`src/rtl/rr_multi_grant_pkg.sv`:
```
`timescale 1ns/1ps
// Shared defaults for the round-robin multi-grant arbiter and its ordering helper.
package rr_multi_grant_pkg;

   localparam int DEF_ITEM_NUM  = 8;
   localparam int DEF_GRANT_NUM = 2;

endpackage

```
`src/rtl/rr_multi_grant_list_enabled_item_id.sv`:
```
`timescale 1ns/1ps
// Lists the ids of the set bits of seq in circular order starting at start_pos.
// Only the first OUT_NUM ids are produced; unused entries read as zero.
module list_enabled_item_id
   import rr_multi_grant_pkg::*;
#(
   parameter  int ITEM_NUM = DEF_ITEM_NUM,
   parameter  int OUT_NUM  = ITEM_NUM,
   localparam int ID_W     = $clog2(ITEM_NUM)
) (
   input  logic [ITEM_NUM-1:0]          seq,
   input  logic [ID_W-1:0]              start_pos,
   output logic [OUT_NUM-1:0][ID_W-1:0] item_id
);

   always_comb begin
      logic [ID_W-1:0] pos;
      int              rank;
      item_id = '0;
      pos     = '0;
      rank    = 0;
      for (int j = 0; j < ITEM_NUM; j++) begin
         // natural ID_W-bit overflow gives the modulo-ITEM_NUM wrap
         pos = start_pos + ID_W'(j);
         if (seq[pos] && (rank < OUT_NUM)) begin
            item_id[rank] = pos;
            rank          = rank + 1;
         end
      end
   end

endmodule

```
`src/rtl/rr_multi_grant.sv`:
```
`timescale 1ns/1ps
// Round-robin arbiter granting up to GRANT_NUM requesters per cycle from a rotating pointer,
// presented on a registered valid/ready stage that accepts all valid slots at once.
module rr_multi_grant
   import rr_multi_grant_pkg::*;
#(
   parameter  int ITEM_NUM  = DEF_ITEM_NUM,
   parameter  int GRANT_NUM = DEF_GRANT_NUM,
   localparam int ID_W      = $clog2(ITEM_NUM),
   localparam int CNT_W     = ID_W + 1
) (
   input  logic                           clk,
   input  logic                           rst,
   input  logic                           flush,
   input  logic [ITEM_NUM-1:0]            req,
   output logic [ITEM_NUM-1:0]            req_ack,
   output logic [GRANT_NUM-1:0]           grant_valid,
   output logic [GRANT_NUM-1:0][ID_W-1:0] grant_id,
   input  logic                           grant_ready,
   output logic [ID_W-1:0]                ptr_out
);

   logic                           accept;
   logic                           load;
   logic [ITEM_NUM-1:0]            eff;
   logic [GRANT_NUM-1:0][ID_W-1:0] order;
   logic [CNT_W-1:0]               pop;
   logic [CNT_W-1:0]               cnt;
   logic [GRANT_NUM-1:0]           vld_p0;
   logic [GRANT_NUM-1:0][ID_W-1:0] id_p0;
   logic [ID_W-1:0]                ptr_p0;
   logic [GRANT_NUM-1:0]           vld_p1;
   logic [GRANT_NUM-1:0][ID_W-1:0] id_p1;
   logic [ID_W-1:0]                ptr;

   function automatic logic [CNT_W-1:0] sat_cnt(input logic [CNT_W-1:0] n);
      return (n > CNT_W'(GRANT_NUM)) ? CNT_W'(GRANT_NUM) : n;
   endfunction

   assign grant_valid = vld_p1;
   assign grant_id    = id_p1;
   assign ptr_out     = ptr;
   assign accept      = (|vld_p1) & grant_ready;
   assign load        = ~(|vld_p1) | grant_ready;

   always_comb begin
      req_ack = '0;
      for (int k = 0; k < GRANT_NUM; k++)
         if (accept && vld_p1[k]) req_ack[id_p1[k]] = 1'b1;
   end

   // Masking just-accepted items keeps a requester that has not yet dropped req from a double grant
   assign eff = req & ~req_ack;

   list_enabled_item_id #(
      .ITEM_NUM (ITEM_NUM),
      .OUT_NUM  (GRANT_NUM)
   ) u_order (
      .seq       (eff),
      .start_pos (ptr),
      .item_id   (order)
   );

   // ---- stage p0: batch selection ----
   always_comb begin
      pop = '0;
      for (int i = 0; i < ITEM_NUM; i++) pop = pop + CNT_W'(eff[i]);
      cnt = sat_cnt(pop);
   end

   always_comb begin
      vld_p0 = '0;
      id_p0  = '0;
      ptr_p0 = ptr;
      for (int k = 0; k < GRANT_NUM; k++) begin
         if (CNT_W'(k) < cnt) begin
            vld_p0[k] = 1'b1;
            id_p0[k]  = order[k];
            ptr_p0    = order[k] + ID_W'(1);
         end
      end
   end

   // ---- stage p1: registered grant slots and pointer ----
   always_ff @(posedge clk) begin
      if (!rst) begin
         vld_p1 <= '0;
         id_p1  <= '0;
         ptr    <= '0;
      end else if (flush) begin
         vld_p1 <= '0;
      end else if (load) begin
         vld_p1 <= vld_p0;
         id_p1  <= id_p0;
         ptr    <= ptr_p0;
      end
   end

endmodule

```
`config.mk`:
```
export PLATFORM = sky130hd
export DESIGN_NAME = rr_multi_grant
export DESIGN_NICKNAME = d
export VERILOG_FILES = /design/src/rtl/rr_multi_grant_pkg.sv /design/src/rtl/rr_multi_grant_list_enabled_item_id.sv /design/src/rtl/rr_multi_grant.sv
export SDC_FILE = /design/constraint.sdc
export NUM_CORES = 1
export LEC_CHECK = 0
export CORE_UTILIZATION = 50
export DETAILED_ROUTE_END_ITERATION = 10
export GPL_TIMING_DRIVEN = 1
export PLACE_DENSITY = 0.69
export SYNTH_ARGS = -nofsm -noshare
export SYNTH_HDL_FRONTEND = slang
export SYNTH_SLANG_ARGS = --single-unit
```
`constraint.sdc`:
```
create_clock -name clk -period 9.7 [get_ports clk]
set_input_delay 0.97 -clock clk [delete_from_list [all_inputs] [get_ports clk]]
set_output_delay 0.97 -clock clk [all_outputs]
set_load 0.03 [all_outputs]
```
==> summary.txt <==
Outcome
  – Outcome: finished clean

STA
  – Hold Violations, Final: 0
  – Final min period: slightly below 9 ns
  – Fin Clk Skew: roughly 0.0036 ns
  – Final Cycle Share: roughly nine tenths
  – Tightest Pin Transition: between 1 and 1.5 ns
  – Slew headroom: around 32%
  – Setup violators final: 0
  – F_max: 115 MHz
  – Final Max Slew Viols: 0
  – RSZ-0062 raised after global routing: no
  – Setup TNS: 0 ns

Synthesis
  – Syn Nets: around 360
  – Area of the mapped netlist: about 0.0028 mm2
  – Yosys reg bits: 11
  – Syn avg cell area: roughly 8.5 um2
  – Number of flops mapped to enable cells by yosys: 0
  – Synth Flop Type: dfxtp_1
  – Yosys warning count: 0
  – Async SR Flop Fraction: 0%
  – Synthesized instance count: between 300 and 400
  – Netlist cell types: 76
  – Seq/Total Area, Yosys: about 7.9%

Setup path
  – Crit path from: grant_ready
  – CP max-delay cell: clkdlybuf4s50_1
  – Bufs and invs on worst path: 4
  – CP endpoint kind: flop
  – CP Class: in2reg
  – Reg2reg setup slack: 1.37 ns
  – Worst r2r dst: ptr_out[2]
  – WP data arrival: slightly below 9 ns
  – Reg2Reg Launch Point: ptr_out[1]
  – CP required: between 9 and 10 ns
  – CP peak stage delay: 0.64 ns
  – Crit path max fanout: 11
  – Reg2reg path depth: 29
  – Cell mode on critical path: ha_1
  – Startpoint types: input port
  – Worst path top cell family by delay: simple AND/OR/NAND/NOR gates

Route
  – Routed len/inst: around 19 um
  – First drt pass iteration count: 4
  – Vias per cell: 6.68
  – Via Count: approximately 2800
  – Post-Route WL: 7810 um
  – Post-DRT Antenna Nets: 0
  – Number of DRC markers in iteration 0: ~210
  – # DRC: 0

Hold path
  – Hold Crit Start: grant_id[5]
  – WHS Endpoint: grant_id[5]
  – Worst min path class: reg2reg
  – Hold Crit Depth: 2

Floorplan
  – Starting Density: between 50% and 60%
  – Die ar.: roughly 0.0059 mm2
  – Io pins: 31
  – Die Wd: around 77 um
  – CORE AREA: 0.00524 mm2
  – Row count: 26
  – Die H: 76.7 um

Finish
  – Layout cell share with drive strength beyond 1: 18.6%
  – Diodes inserted: 0
  – Syn-to-layout area delta: 14.1%
  – Layout net count: around 380
  – Number of fill cells: 463

Global routing
  – Global-route wire length before repair: 12600 um
  – Number of global-route vias before repair: about 2500
  – Gr ovfl total: 0
  – Largest net degree at the start of global routing: 28
  – GR Util All Layers: 26.1%
  – Initial antenna violation count: 1

CTS
  – Clock Sinks: 11
  – CTS tree: done
  – Number of buffers created by CTS: 3
  – CTS H-tree lvls: 1
  – PostCTS Resize Cnt: 0
  – Post-CTS Setup Bufs: 0
  – CTS root buffer: clkbuf_8
  – Latest clock arrival within the worst-skew pair: between 0.2 and 0.25 ns
  – CTS Hold Bufs: 0
  – Clk slew on worst S/H paths: about 0.050 ns
  – Clk buf depth: 2

Run
  – Max-cap viol count: 0

Placement
  – Port Buffers: 30
  – Gpl congestion: about 0.85
  – Hpwl dp: a little under 6000 um
## synthesized netlist by cell type (3+ instances only)
| master | count | area [um2] |
|---|---|---|
| a211oi_1 | 5 | 37.5 |
| a21boi_0 | 4 | 30.0 |
| a21boi_1 | 3 | 22.5 |
| a21oi_1 | 11 | 55.1 |
| a22oi_1 | 3 | 22.5 |
| a311oi_1 | 3 | 26.3 |
| and2_1 | 4 | 25.0 |
| and3_1 | 6 | 37.5 |
| buf_2 | 3 | 15.0 |
| clkbuf_1 | 11 | 41.3 |
| dfxtp_1 | 11 | 220 |
| fa_1 | 5 | 100 |
| ha_1 | 13 | 163 |
| inv_1 | 20 | 75.1 |
| mux2_2 | 10 | 113 |
| mux2i_1 | 12 | 120 |
| mux4_1 | 6 | 158 |
| mux4_2 | 7 | 158 |
| nand2_1 | 27 | 101 |
| nand2b_1 | 4 | 25.0 |
| nand3_1 | 13 | 65.1 |
| nand4_1 | 3 | 18.8 |
| nand4b_2 | 3 | 45.0 |
| nor2_1 | 28 | 105 |
| nor2b_1 | 6 | 37.5 |
| nor3_1 | 3 | 15.0 |
| o211ai_1 | 5 | 37.5 |
| o21a_1 | 4 | 30.0 |
| o21ai_0 | 13 | 65.1 |
| o21ai_1 | 3 | 15.0 |
| o221a_2 | 3 | 33.8 |
| o221ai_1 | 3 | 26.3 |
| o221ai_2 | 7 | 105 |
| o22ai_1 | 10 | 62.6 |
| or2_2 | 3 | 18.8 |
| xor2_1 | 3 | 26.3 |
## flip-flops by register name (all words and copies together), names as in the netlist
| name | cells |
|---|---|
| grant_valid | 2 |
| grant_id | 6 |
| ptr_out | 3 |
## layer usage
metal | wire length, um | track usage, %
met1 | 3570 | 39.3
met3 | 555 | 2.02
met2 | 3590 | 40.7
met5 | 13 | 0
met4 | 78 | 4.62
## cells in the final DEF (no fill, tap or decap), types with 7 or more instances in the layout
master	count
o22ai_1	10
nor2_1	28
o21ai_0	13
mux2i_1	12
nand3_1	13
o221ai_2	7
inv_1	20
clkdlybuf4s50_1	30
a21oi_1	11
dfxtp_1	11
mux2_2	10
mux4_2	7
nand2_1	27
ha_1	13
## how the worst max path moves through the flow
stage / end / depth (start not counted)
detailed placement: ptr_out[2] / 28
floorplan: ptr_out[2] / 31
finish: ptr_out[2] / 28
global route: ptr_out[2] / 28
global placement: ptr_out[2] / 28
CTS: ptr_out[2] / 28
## logic make-up (layout without fill, tap and decap cells)
| logic type | count (synthesis) | after routing | synth area share (%) |
|---|---|---|---|
| multiplexers | 37 | 37 | 20.9 |
| AND/OR/NAND/NOR | 120 | 120 | 25.9 |
| AO/OA/AOI/OAI | 95 | 95 | 27.1 |
| flip-flops | 11 | 11 | 7.89 |
| adder cells (fa/ha/maj) | 18 | 18 | 9.41 |
| XOR/XNOR | 6 | 6 | 2.56 |
| buffers and inverters | 40 | 63 | 6.27 |
## worst min-delay path, stage by stage (launching register included)
cell,delay (ns)
dfxtp_1,0.37
nand2_1,0.08
a21boi_0,0.07
## area by class of cell
type                       count  area, um2  area share (%)
sequential                    11        220            6.92
tap                           70       87.6            2.75
multi-input combinational    276       2400            75.2
timing repair buffer          36        345            10.8
inverter                      23       88.8            2.79
clock inverter                 1       5.00           0.157
clock buffer                   3       41.3            1.30
## per-stage QoR
stage | utilization (%) | cell area (um2) | hold WS, ns | worst slack, ns | instances
after floorplan | - | 2790 | 0.638 | 1.39 | 327
after global placement | 59.9 | 3140 | 0.563 | 1.05 | 416
after detailed placement | 59.9 | 3140 | 0.567 | 0.827 | 416
after CTS | 60.8 | 3180 | 0.574 | 1.06 | 420
after global routing | 60.8 | 3180 | 0.638 | 0.541 | 420
final | 60.8 | 3180 | 0.575 | 1.04 | 420
Power is not shown: default switching activity piles up to over one toggle a cycle in this logic, so the estimate is an artifact.
